$ cat src/rtl/calendar_ctrl.sv
// Calendar sequencer: one-second tick, per-field carry enables with month/leap rules,
// and a shadow-register time-set mode committed via the bank's parallel-load port.
module calendar_ctrl #(
  parameter int TICK_DIV = 100_000_000
) (
  input  logic        clk,
  input  logic        rst_n,
  input  logic        btn_mode,
  input  logic        btn_inc,
  input  logic [47:0] cur_time,
  output logic [5:0]  count_enable,
  output logic        load_value_enable,
  output logic [47:0] load_value,
  output logic [4:0]  state
);

  localparam int              CW         = $clog2(TICK_DIV);
  localparam logic [CW-1:0]   TICK_LAST  = CW'(TICK_DIV - 1);
  localparam logic [47:0]     SHADOW_RST = 48'h00_01_01_00_00_00;

  typedef enum logic [4:0] {
    S_RUN    = 5'd0,
    S_YEAR   = 5'd1,
    S_MON    = 5'd2,
    S_DAY    = 5'd3,
    S_HOUR   = 5'd4,
    S_MIN    = 5'd5,
    S_SEC    = 5'd6,
    S_COMMIT = 5'd7
  } state_t;

  state_t        cur_state, nxt_state;
  logic [CW-1:0] tick_cnt, tick_cnt_nxt;
  logic [47:0]   shadow, shadow_nxt;
  logic [5:0]    ce_nxt, ce_run;
  logic          le_nxt;
  logic [7:0]    day_max;

  // Month and year are BCD; year%4 on BCD digits equals (2*tens + ones)%4.
  function automatic logic [7:0] last_day(input logic [7:0] mon, input logic [7:0] yr);
    logic [3:0] m;
    logic [4:0] y4;
    m  = (mon[7:4] != 4'd0) ? 4'(mon[3:0] + 4'd10) : mon[3:0];
    y4 = 5'({yr[7:4], 1'b0}) + 5'(yr[3:0]);
    case (m)
      4'd4, 4'd6, 4'd9, 4'd11: last_day = 8'h30;
      4'd2:                    last_day = (y4[1:0] == 2'd0) ? 8'h29 : 8'h28;
      default:                 last_day = 8'h31;
    endcase
  endfunction

  function automatic logic [7:0] bcd_inc(input logic [7:0] v, input logic [7:0] max,
                                         input logic [7:0] min);
    if (v >= max)              bcd_inc = min;
    else if (v[3:0] == 4'd9)   bcd_inc = {v[7:4] + 4'd1, 4'd0};
    else                       bcd_inc = {v[7:4], v[3:0] + 4'd1};
  endfunction

  // Carry chain from the live bank digits.
  always_comb begin
    ce_run    = 6'b000000;
    ce_run[0] = 1'b1;
    ce_run[1] = (cur_time[7:0] == 8'h59);
    ce_run[2] = ce_run[1] && (cur_time[15:8] == 8'h59);
    ce_run[3] = ce_run[2] && (cur_time[23:16] == 8'h23);
    ce_run[4] = ce_run[3] && (cur_time[31:24] == last_day(cur_time[39:32], cur_time[47:40]));
    ce_run[5] = ce_run[4] && (cur_time[39:32] == 8'h12);
  end

  always_comb begin
    nxt_state    = cur_state;
    shadow_nxt   = shadow;
    ce_nxt       = 6'b000000;
    le_nxt       = 1'b0;
    day_max      = last_day(shadow[39:32], shadow[47:40]);
    tick_cnt_nxt = (cur_state == S_COMMIT || tick_cnt == TICK_LAST) ? '0 : tick_cnt + 1'b1;
    case (cur_state)
      S_RUN: begin
        // Entering set mode suppresses a coincident tick so the bank holds while editing.
        if (btn_mode) begin
          shadow_nxt = cur_time;
          nxt_state  = S_YEAR;
        end else if (tick_cnt == TICK_LAST) begin
          ce_nxt = ce_run;
        end
      end
      S_COMMIT: nxt_state = S_RUN;
      default: begin
        if (btn_mode) begin
          if (shadow[31:24] > day_max) shadow_nxt[31:24] = day_max;
          nxt_state = state_t'(cur_state + 5'd1);
          le_nxt    = (cur_state == S_SEC);
        end else if (btn_inc) begin
          case (cur_state)
            S_YEAR:  shadow_nxt[47:40] = bcd_inc(shadow[47:40], 8'h99, 8'h00);
            S_MON:   shadow_nxt[39:32] = bcd_inc(shadow[39:32], 8'h12, 8'h01);
            S_DAY:   shadow_nxt[31:24] = bcd_inc(shadow[31:24], day_max, 8'h01);
            S_HOUR:  shadow_nxt[23:16] = bcd_inc(shadow[23:16], 8'h23, 8'h00);
            S_MIN:   shadow_nxt[15:8]  = bcd_inc(shadow[15:8], 8'h59, 8'h00);
            default: shadow_nxt[7:0]   = bcd_inc(shadow[7:0], 8'h59, 8'h00);
          endcase
        end
      end
    endcase
  end

  always_ff @(posedge clk) begin
    if (!rst_n) begin
      cur_state         <= S_RUN;
      tick_cnt          <= '0;
      shadow            <= SHADOW_RST;
      count_enable      <= 6'b000000;
      load_value_enable <= 1'b0;
    end else begin
      cur_state         <= nxt_state;
      tick_cnt          <= tick_cnt_nxt;
      shadow            <= shadow_nxt;
      count_enable      <= ce_nxt;
      load_value_enable <= le_nxt;
    end
  end

  assign load_value = shadow;
  assign state      = cur_state;

endmodule

$ cat config.mk
export PLATFORM = sky130hd
export DESIGN_NAME = calendar_ctrl
export DESIGN_NICKNAME = d
export VERILOG_FILES = /design/src/rtl/calendar_ctrl.sv
export SDC_FILE = /design/constraint.sdc
export NUM_CORES = 1
export LEC_CHECK = 0
export CORE_AREA = 8 8 118 120
export CTS_BUF_LIST = sky130_fd_sc_hd__clkbuf_8
export CTS_CLUSTER_DIAMETER = 80
export CTS_CLUSTER_SIZE = 16
export DETAILED_ROUTE_END_ITERATION = 8
export DIE_AREA = 0 0 126 128
export PLACE_DENSITY = 0.7
export SETUP_SLACK_MARGIN = 0.3
export SLEW_MARGIN = 25
export SYNTH_ARGS = -nofsm -noshare
export SYNTH_HDL_FRONTEND = slang
export SYNTH_SLANG_ARGS = --single-unit
$ cat constraint.sdc
create_clock -name clk -period 9.1 [get_ports clk]
set_input_delay 2.275 -clock clk [delete_from_list [all_inputs] [get_ports clk]]
set_output_delay 2.275 -clock clk [all_outputs]
set_load 0.03 [all_outputs]
==> flow_summary.toml, run 1 <==
[status]
outcome = "completed"

[min_path]
whs_path_depth = 1
hold_path_startpoint = "tick_cnt[0]"
min_to = "tick_cnt[0]"
hold_path_class = "flop to flop"

[worst_setup_path]
crit_slowest_cell = "a21oi_1"
crit_chain = "clkdlybuf4s50_1, buf_4, nand2_1, or2_2, a21oi_1, o21a_1, nor2_1, a211oi_1"
cp.required_ns = 9.38
critPathMaxStageDelay_ns = 0.52
reg2reg_depth = 13
endpoint_kind = "flop"
regToRegSetupSlack_ns = 5.02
crit_path_max_fanout = 26
worstSetupPathType = "primary input to flop"
startpoint_type = "primary input"
r2r-end = "load_value[26]"
cp.arrival_ns = 4.72
r2r-start = "load_value[36]"

[routing]
post_drt_wl_per_cell_microns = 17.0
drc = 0
drt_pre_antenna_iters = 5
vias = 5272
drt-initial-drc-count = 414
ant_nets = 0
drt-total-wl_mm = 15.4
avgViaCountPerCell = 5.83

[logic_synthesis]
ys_types = 68
synth-seq-area-share_pct = 33.1
ys_warn_count = 0
synthesis.area_sq_mm = 0.00526
synth_area_leaders = "dfxtp_1, ha_1, nor2_1"
synthFlopType = "dfxtp_1"
synth_most_common_cell = "dfxtp_1"
synth_top_area_share_pct = 33.1
synthCells = 651
synth-async-reset-ratio_pct = 0
yosysTopAreaCell = "dfxtp_1"
synth_common_cells = "dfxtp_1, nor2_1, nand2_1"
synth.avg_cell_area_sq_um = 8.07
synth_edf_count = 0
syn_nets = 729
synth-seq-cells = 87

[place]
hpwl_mm = 11.5
dp_cells = 888
port_buffers = 111
place_worst_setup_slack_ns = 4.30
place_congestion = 0.849

[sta]
period_minus_slack_ns = 4.44
clock.fmax_ghz = 0.225
hold_violations = 0
fin_ws_ns = 4.66
drv_slew = 0
period_share_pct = 48.8
finalClockSkew_ns = 0.0128
grt_setup_unrepaired = "no"
worst_pin_slew_ns = 0.903
finalSetupViolations = 0
max_slew_margin_pct = 39.3
finalSetupTns_ns = 0

[die]
ios = 112
rows = 41
core_sq_mm = 0.0122
fp.dieH_microns = 128
initial_core_util_pct = 43.1
die_w_microns = 126
die-area_sq_mm = 0.0161

[grt]
grt.total_usage_pct = 18.7
grt_pass1_vias = 5082
grt_overflow = 0
grt_max_degree = 59
grt_pass1_wl_mm = 25.0
antenna_found_initial = 0

[cts]
clockBufferDepth = 2
cts-root-buf = "clkbuf_8"
h-tree-depth = 3
cts_setup_buffers = 0
cts_made_buffers = 9
ctsHoldBuffers = 0
cts.sinks = 87
tritoncts = "built"
cts_resized = 0
insertion_delay_ns = 0.36
path_clk_slew_ns = 0.09

[cells_and_area]
fin_nets = 827
final_cells = 904
fillers = 1157
drive_gt1_share_pct = 4.91
area.growth.synth_to_final_pct = 26.9
n_antenna_cell = 0

[power_and_ir_drop]
power.leakage_nw = 2.47
peakVddDrop_v = 0.0000650
cellPowerDensity_mw_per_mm2 = 144

[flow_run]
cap_violations = 0
## report_power, final
| group | leakage (nW) | switching, mW | internal [mW] |
|---|---|---|---|
| Sequential | 0.708 | 0.0325 | 0.400 |
| Combinational | 1.67 | 0.149 | 0.112 |
| Clock | 0.100 | 0.141 | 0.125 |
| Total | 2.47 | 0.322 | 0.637 |
## sequential cells by signal, indices dropped and copies added, names as in the netlist
name,flops
count_enable,6
load_value_enable,1
state,5
tick_cnt,27
load_value,48
## per-layer routing
layer  global-route usage, %  part of all wire, %  vias up
met1                    22.7                   44     2520
met3                    4.16                  5.9       20
li1                        -                    -     2593
met4                    5.66                  1.4        0
met2                    32.3                   48      139
met5                       0                    0        -
## cells by family (layout without fill, tap and decap cells)
logic type / count (synthesis) / after routing / synth area share (%)
simple gates: 284 / 284 / 29.3
xor+xnor: 32 / 32 / 5.33
compound gates: 169 / 169 / 21.7
flops: 87 / 87 / 33.1
buf+inv: 49 / 152 / 3.57
fa+ha+maj: 26 / 26 / 6.19
mux: 4 / 4 / 0.762
## stage by stage
| stage | power [mW] | instance area, sq um | hold WS (ns) | utilization [%] |
|---|---|---|---|---|
| global route | 1.01 | 6670 | 0.493 | 54.6 |
| floorplan | 0.597 | 5260 | 0.426 | - |
| global placement | 0.694 | 6480 | 0.436 | 53.1 |
| finish | 0.959 | 6670 | 0.469 | 54.6 |
| CTS | 0.966 | 6670 | 0.479 | 54.6 |
| detailed placement | 0.700 | 6480 | 0.456 | 53.1 |
## critical path, delay by kind of cell
kind	cells	cell delay (ns)
AOI/OAI and AO/OA	3	1.08
buffers and inverters	2	0.77
and+or+nand+nor	3	0.59
## cell type report
class | count | area, sq um | area share (%)
Clock buffer | 9 | 124 | 1.86
Clock inverter | 7 | 65.1 | 0.975
Inverter | 21 | 78.8 | 1.18
Multi-Input combinational cell | 515 | 3330 | 50.0
Sequential cell | 87 | 1740 | 26.1
Tap cell | 150 | 188 | 2.81
Timing Repair Buffer | 115 | 1140 | 17.1
## how the worst max path moves through the flow
stage	startpoint	slack [ns]	depth (start not counted)	end
finish	btn_mode	4.66	8	load_value[13]
global route	btn_mode	4.42	8	load_value[12]
CTS	btn_mode	4.69	8	load_value[12]
detailed placement	btn_mode	4.30	8	load_value[12]
global placement	btn_mode	4.45	8	load_value[13]
floorplan	cur_time[39]	5.32	5	count_enable[5]
## cells in the final DEF, fill, tap and decap left out, types with 14 or more instances in the layout
cell / count
a21oi_1: 37
clkdlybuf4s50_1: 111
nor2_1: 74
nand3_1: 36
nor3_1: 16
a22oi_1: 14
ha_1: 26
xor2_1: 22
o21ai_0: 45
dfxtp_1: 87
inv_1: 22
nand2_1: 55
Power figures use the tool's default switching activity.
==> run 2, diff against run 1 <==
Clock period 9.1 ns to 4.38 ns, I/O delays scaled along.
==> flow_summary.toml, run 2 (same netlist as run 1, synthesis figures left out) <==
[status]
outcome = "completed"

[routing]
drt_pre_antenna_iters = 5
post_drt_wl_per_cell_microns = 17.0
drt-initial-drc-count = 489
drt-total-wl_mm = 15.5
avgViaCountPerCell = 5.81
vias = 5297
ant_nets = 0
drc = 0

[sta]
drv_slew = 0
finalSetupViolations = 0
finalSetupTns_ns = 0
period_share_pct = 85.0
hold_violations = 0
clock.fmax_ghz = 0.269
grt_setup_unrepaired = "no"
finalClockSkew_ns = 0.0143
worst_pin_slew_ns = 0.779
period_minus_slack_ns = 3.72
max_slew_margin_pct = 47.7

[cells_and_area]
fin_nets = 834
largest_reg_flops = 48
final_common_cell = "clkdlybuf4s50_1"
final_cells = 911
drive_gt1_share_pct = 6.18
n_antenna_cell = 0
layout_common_cells = "clkdlybuf4s50_1, dfxtp_1, nor2_1"
area.growth.synth_to_final_pct = 29.2

[grt]
grt_max_degree = 31
grt_pass1_wl_mm = 25.1
antenna_found_initial = 1
grt_overflow = 0
grt.total_usage_pct = 18.8
grt_pass1_vias = 5155

[cts]
cts-root-buf = "clkbuf_8"
h-tree-depth = 3
cts.sinks = 87
path_clk_slew_ns = 0.08
cts_made_buffers = 9
tritoncts = "built"
cts_setup_buffers = 0
clockBufferDepth = 2
ctsHoldBuffers = 0
insertion_delay_ns = 0.37

[place]
port_buffers = 111
place_congestion = 0.851
hpwl_mm = 11.5
dp_cells = 895

[min_path]
hold_path_class = "flop to flop"

[die]
die_w_microns = 126
fp.dieH_microns = 128
core_sq_mm = 0.0122
ios = 112
initial_core_util_pct = 43.1
die-area_sq_mm = 0.0161
rows = 41

[worst_setup_path]
cp.required_ns = 4.68
cpLargestDelayFamily = "simple AND/OR/NAND/NOR gates"
crit_slowest_cell = "or4b_1"
crit_chain = "inv_1, ha_1, nor3b_2, or3_1, a211oi_2, inv_1, ha_1, or4b_1, o221ai_1, nand3_1, or3b_1, a21o_1, a21oi_1"
startpoint_type = "flop"
endpoint_kind = "flop"
critPathBufInv = 2
worstSetupPathType = "flop to flop"
critPathMaxStageDelay_ns = 0.52
regToRegSetupSlack_ns = 0.66
crit_path_max_fanout = 5
cp.arrival_ns = 4.02

[power_and_ir_drop]
peakVddDrop_v = 0.000153
power.leakage_nw = 2.53
cellPowerDensity_mw_per_mm2 = 316

[flow_run]
cap_violations = 0
[run 2: cell types whose count changed in the layout (fill, tap and decap cells not counted)]
cell       change
buf_4          +7
bufinv_16      +2
a211oi_1       -1
a211oi_2       +1
clkbuf_8       +1
clkinv_2       -1
clkinv_4       -1
inv_1          -1
nor3b_1        -1
nor3b_2        +1
[run 2: per-stage QoR]
stage	total power, mW	utilization [%]	area (sq um)	setup slack, ns	hold slack (ns)
after floorplan	1.24	-	5260	0.720	0.426
after global placement	1.45	53.5	6540	0.570	0.435
after detailed placement	1.47	53.5	6540	0.365	0.448
after CTS	2.16	55.5	6780	0.322	0.468
after global routing	2.25	55.6	6790	0.367	0.494
final	2.14	55.6	6790	0.659	0.465
[run 2: power breakdown]
part | internal, mW | switching (mW)
registers | 0.830 | 0.0680
clock network | 0.393 | 0.297
logic | 0.241 | 0.315
[run 2: final timing paths]
path	endpoint	start	depth (start not counted)
setup / recovery	load_value[26]	load_value[37]	13
hold / removal	tick_cnt[0]	tick_cnt[0]	1
setup reg to reg	load_value[26]	load_value[37]	13
hold reg to reg	tick_cnt[0]	tick_cnt[0]	1
[run 2: what timing repair did]
item,CTS,global route
endpoints found under the setup margin,0,7
gates resized for setup,0,2
hold endpoints to repair,0,0
[run 2: cell type report]
type | count | area (sq um)
Timing Repair Buffer | 122 | 1190
Tap cell | 150 | 188
Clock inverter | 6 | 108
Fill cell | 1131 | 5420
Multi-Input combinational cell | 515 | 3340
Clock buffer | 10 | 138
Sequential cell | 87 | 1740
Inverter | 21 | 78.8
[run 2: routing by layer]
layer	up-vias	share of wire, %	track usage [%]
met5	-	0.084	0
met4	2	2.0	8.14
met3	28	6.3	4.12
met2	172	47	30.8
met1	2494	45	23.3
li1	2601	-	-
